[config.mk]
export PLATFORM = sky130hd
export DESIGN_NAME = divu_hilo_unit
export DESIGN_NICKNAME = d
export VERILOG_FILES = /design/src/rtl/divu_hilo_unit.sv
export SDC_FILE = /design/constraint.sdc
export NUM_CORES = 1
export LEC_CHECK = 0
export BUFFER_PORTS_ARGS = -buffer_cell sky130_fd_sc_hd__buf_4
export CORE_ASPECT_RATIO = 0.75
export CORE_MARGIN = 5
export CORE_UTILIZATION = 30
export CTS_CLUSTER_DIAMETER = 60
export DETAILED_ROUTE_END_ITERATION = 8
export PLACE_DENSITY = 0.54
export SLEW_MARGIN = 20
export SYNTH_ARGS = -nofsm -noshare
export SYNTH_HDL_FRONTEND = slang
export SYNTH_SLANG_ARGS = --single-unit
[constraint.sdc]
create_clock -name clk -period 5.45 [get_ports clk]
set_input_delay 0.2725 -clock clk [delete_from_list [all_inputs] [get_ports clk]]
set_output_delay 0.2725 -clock clk [all_outputs]
set_load 0.05 [all_outputs]
[src/rtl/divu_hilo_unit.sv]
// Multi-cycle unsigned restoring divider with the HI/LO register pair behind it.
// HI receives the remainder and LO the quotient; mfhi/mflo reads stall while a divide is in flight.
module divu_hilo_unit #(
    parameter int WIDTH = 32,
    parameter int CNT_W = 6
) (
    input  logic             clk,
    input  logic             rst,
    input  logic             div_start,
    input  logic [WIDTH-1:0] dividend,
    input  logic [WIDTH-1:0] divisor,
    input  logic [1:0]       hilo_sel,
    output logic [WIDTH-1:0] hilo_rdata,
    output logic             busy,
    output logic             done,
    output logic             stall
);

    typedef enum logic [1:0] {
        IDLE = 2'd0,
        RUN  = 2'd1,
        DONE = 2'd2
    } state_t;

    state_t           state_reg;
    logic [WIDTH-1:0] hi_reg;
    logic [WIDTH-1:0] lo_reg;
    logic [WIDTH-1:0] rem_reg;
    logic [WIDTH-1:0] quo_reg;
    logic [WIDTH-1:0] dsr_reg;
    logic [CNT_W-1:0] count_reg;
    logic             busy_reg;
    logic             done_reg;

    logic [WIDTH:0]   trial;
    logic [WIDTH:0]   diff;
    logic             trial_ge;
    logic [WIDTH-1:0] rem_next;
    logic [WIDTH-1:0] quo_next;
    logic [CNT_W-1:0] count_next;
    logic             last_iter;

    // One restoring step; the extra top bit keeps the shifted-out remainder bit in the compare.
    always_comb begin
        trial      = {rem_reg, quo_reg[WIDTH-1]};
        diff       = trial - {1'b0, dsr_reg};
        trial_ge   = (trial >= {1'b0, dsr_reg});
        rem_next   = trial_ge ? diff[WIDTH-1:0] : trial[WIDTH-1:0];
        quo_next   = {quo_reg[WIDTH-2:0], trial_ge};
        count_next = count_reg + CNT_W'(1);
        last_iter  = (count_next == CNT_W'(WIDTH));
    end

    always_ff @(posedge clk) begin
        if (rst) begin
            state_reg <= IDLE;
            hi_reg    <= '0;
            lo_reg    <= '0;
            rem_reg   <= '0;
            quo_reg   <= '0;
            dsr_reg   <= '0;
            count_reg <= '0;
            busy_reg  <= 1'b0;
            done_reg  <= 1'b0;
        end else begin
            case (state_reg)
                IDLE: begin
                    done_reg <= 1'b0;
                    if (div_start) begin
                        rem_reg   <= '0;
                        quo_reg   <= dividend;
                        dsr_reg   <= divisor;
                        count_reg <= '0;
                        busy_reg  <= 1'b1;
                        state_reg <= RUN;
                    end
                end
                RUN: begin
                    rem_reg   <= rem_next;
                    quo_reg   <= quo_next;
                    count_reg <= count_next;
                    if (last_iter) begin
                        hi_reg    <= rem_next;
                        lo_reg    <= quo_next;
                        done_reg  <= 1'b1;
                        state_reg <= DONE;
                    end
                end
                DONE: begin
                    // Starts seen here are dropped; only IDLE accepts a new divide.
                    done_reg  <= 1'b0;
                    busy_reg  <= 1'b0;
                    state_reg <= IDLE;
                end
                default: begin
                    done_reg  <= 1'b0;
                    busy_reg  <= 1'b0;
                    state_reg <= IDLE;
                end
            endcase
        end
    end

    logic rd_hi;
    logic rd_lo;
    assign rd_hi = (hilo_sel == 2'b00);
    assign rd_lo = (hilo_sel == 2'b01);

    genvar gi;
    generate
        for (gi = 0; gi < WIDTH; gi++) begin : g_rd_mux
            assign hilo_rdata[gi] = (rd_hi & hi_reg[gi]) | (rd_lo & lo_reg[gi]);
        end
    endgenerate

    assign busy  = busy_reg;
    assign done  = done_reg;
    assign stall = busy_reg & (rd_hi | rd_lo);

endmodule

==> flow_metrics.env <==
export IMPL_hold_viol_final=0
export IMPL_synth_top_area_share_pct=38.6
export IMPL_post_cts_resized=0
export IMPL_met3WireLength_mm=1.17
export IMPL_holdWs_ps=82.9
export IMPL_fin_ws_ps=1950
export IMPL_nets=1301
export IMPL_n_antenna_cell=0
export IMPL_start_util_pct=30.3
export IMPL_netlist_cell_type_count=55
export IMPL_cts_setup_buffers=0
export IMPL_htreeDepth=4
export IMPL_worstSetupEndpointType="register"
export IMPL_dp_slack_ps=2000
export IMPL_timing_worst_setup_path_type="register to register"
export IMPL_place_gp_congestion=0.884
export IMPL_cts_sinks=170
export IMPL_crit_arrival_ps=3770
export IMPL_stdcell_area_mm2=0.0105
export IMPL_syn_avg_cell_area_um2=7.70
export IMPL_clk_pin_slew_worst_paths_ps=70
export IMPL_synth_edf_count=0
export IMPL_die_h_um=158
export IMPL_grt_max_degree=77
export IMPL_drc=0
export IMPL_period_minus_slack_ps=3500
export IMPL_syn_instance_count=1145
export IMPL_ys_warn_count=0
export IMPL_synth_cell_area_mm2=0.00882
export IMPL_p_sw_mw=1.91
export IMPL_clk_latency_ps=430
export IMPL_p_int_mw=2.88
export IMPL_p_per_area_mw_per_mm2=457
export IMPL_grt_pass1_vias=7911
export IMPL_yosys_top_cells_count="nand2_1, dfxtp_1, nor2_1, a21oi_1, clkbuf_1"
export IMPL_setup_tns_ps=0
export IMPL_timing_final_crit_share_pct=64.3
export IMPL_synth_most_common_cell="nand2_1"
export IMPL_holdBufCountCts=0
export IMPL_drive_gt1_share_pct=12.8
export IMPL_drv_cap=0
export IMPL_dieArea_mm2=0.0330
export IMPL_met1Wirelength_mm=13.6
export IMPL_top_layer="met4"
export IMPL_finalClockSkew_ps=10.8
export IMPL_placed_area_mm2=0.00985
export IMPL_peakVddDrop_uv=254
export IMPL_rows=54
export IMPL_drtIter0Drc=466
export IMPL_fmax_mhz=285
export IMPL_setup_violations=0
export IMPL_outcome="completed"
export IMPL_gr_usage_all_layers_pct=16.3
export IMPL_vias_per_cell=5.02
export IMPL_clockBufferDepth=2
export IMPL_ys_ff_latch=170
export IMPL_core_mm2=0.0291
export IMPL_p_sw_share_pct=39.9
export IMPL_synth_top_cell_by_area="dfxtp_1"
export IMPL_grt_pass1_wl_mm=43.3
export IMPL_drt_wl_total_mm=26.5
export IMPL_cp_start_kind="register"
export IMPL_cts_buffers=17
export IMPL_antenna_found_initial=0
export IMPL_postRouteAntennaNets=0
export IMPL_dp_hpwl_mm=19.3
export IMPL_cp_required_ps=5720
export IMPL_wl_met2_mm=11.6
export IMPL_hold_class="input port to register"
export IMPL_p_total_mw=4.79
export IMPL_finalMaxSlewViolations=0
export IMPL_io_buffers=103
export IMPL_n_fill_cell=3115
export IMPL_cts_root_buf="clkbuf_16"
export IMPL_max_slew_margin_pct=38.5
export IMPL_async_flop_share_pct=0
export IMPL_p_clk_share_pct=26.6
export IMPL_grt_ovfl_total=0
export IMPL_rsz0062_at_grt="no"
export IMPL_pwr_share_seq_pct=29.2
export IMPL_ys_flop_type="dfxtp_1"
export IMPL_yosys_top_cells_area="dfxtp_1, nand2_1, mux2i_1, a21oi_1, nor2_1"
export IMPL_die_x_um=208
export IMPL_synth_nets=1249
export IMPL_seq_area_frac_synth_pct=38.6
export IMPL_comb_power_share_pct=44.2
export IMPL_cts_tree="done"
export IMPL_tightest_slew_ps=922
export IMPL_wire_per_inst_um=16.6
export IMPL_worstPathMaxFanout=43
export IMPL_drt_pass1_iter_count=5
export IMPL_ios=104
export IMPL_area_growth_pct=18.8
export IMPL_leakage_nw=4.35
export IMPL_vias=8037
cell type report:
class,count,area [um2],share of cell area (%)
tap,392,490,4.68
clock buffer,24,512,4.89
inverter,39,146,1.40
sequential,170,3400,32.5
multi-input combinational,858,4980,47.6
timing repair buffer,111,833,7.96
clock inverter,8,106,1.02
stage by stage:
stage	std cells	utilization, %
after detailed placement	1570	33.9
after global placement	1570	33.9
final	1602	36.0
after global routing	1602	36.0
after CTS	1602	36.0
after floorplan	1145	-
power by group through the flow:
stage | combinational [mW] | clock, mW | sequential [mW]
finish | 2.12 | 1.27 | 1.40
detailed placement | 2.11 | 0 | 1.43
CTS | 2.12 | 1.30 | 1.40
floorplan | 1.58 | 0 | 1.40
global placement | 2.12 | 0 | 1.42
global route | 2.35 | 1.36 | 1.41
cells by family (layout without fill, tap and decap cells):
group / Yosys count / after routing / share of synthesized area [%]
AO/OA/AOI/OAI: 291 / 291 / 21.2
adder cells (fa/ha/maj): 35 / 35 / 5.05
AND/OR/NAND/NOR: 447 / 447 / 20.6
buffers and inverters: 117 / 182 / 5.22
XOR/XNOR: 24 / 24 / 2.38
flip-flops: 170 / 170 / 38.6
multiplexers: 61 / 61 / 6.93
worst paths after layout:
kind,from,endpoint,slack (ps),cells after the start
worst min register to register,dsr_reg[18],dsr_reg[18],450,2
worst min-delay path,divisor[21],dsr_reg[21],80,3
worst max register to register,dsr_reg[8],hi_reg[25],1950,11
worst max-delay path,dsr_reg[8],hi_reg[25],1950,11
critical path: stages, from the launching register on:
cell and delay [ps]:
dfxtp_1 330, inv_1 40, ha_1 360, a21oi_1 190, o21ai_0 200, or3_4 380
o21ai_4 230, o21ai_2 150, a311oi_4 290, buf_4 560, mux2i_1 450, a211oi_1 130
placed cells by master, fill, tap and decap left out, types with 4 or more instances in the layout:
cell         n
nor3_1       7
nand2b_1     5
clkbuf_16   17
ha_1        34
inv_1       39
a311oi_1    32
o21bai_1     4
nand4_1     11
a21oi_1    110
a21o_1      13
dfxtp_1    170
a32oi_1      5
o31ai_1      7
buf_4      111
xor2_1      12
xnor2_1     12
mux2i_1     61
clkbuf_8     6
nor4_1       6
o21ai_0     52
a211oi_1    31
nand2_1    261
o211ai_1     6
o21a_1       4
nand3_1     10
nor2_1     123
nor2b_1      5
layer usage:
metal  up-vias  global-route usage (%)
li1       4080                       -
met1      3772                    23.8
met4         0                    3.16
met5         -                       0
met3        15                    3.21
met2       170                    25.2
Power figures use the tool's default switching activity.
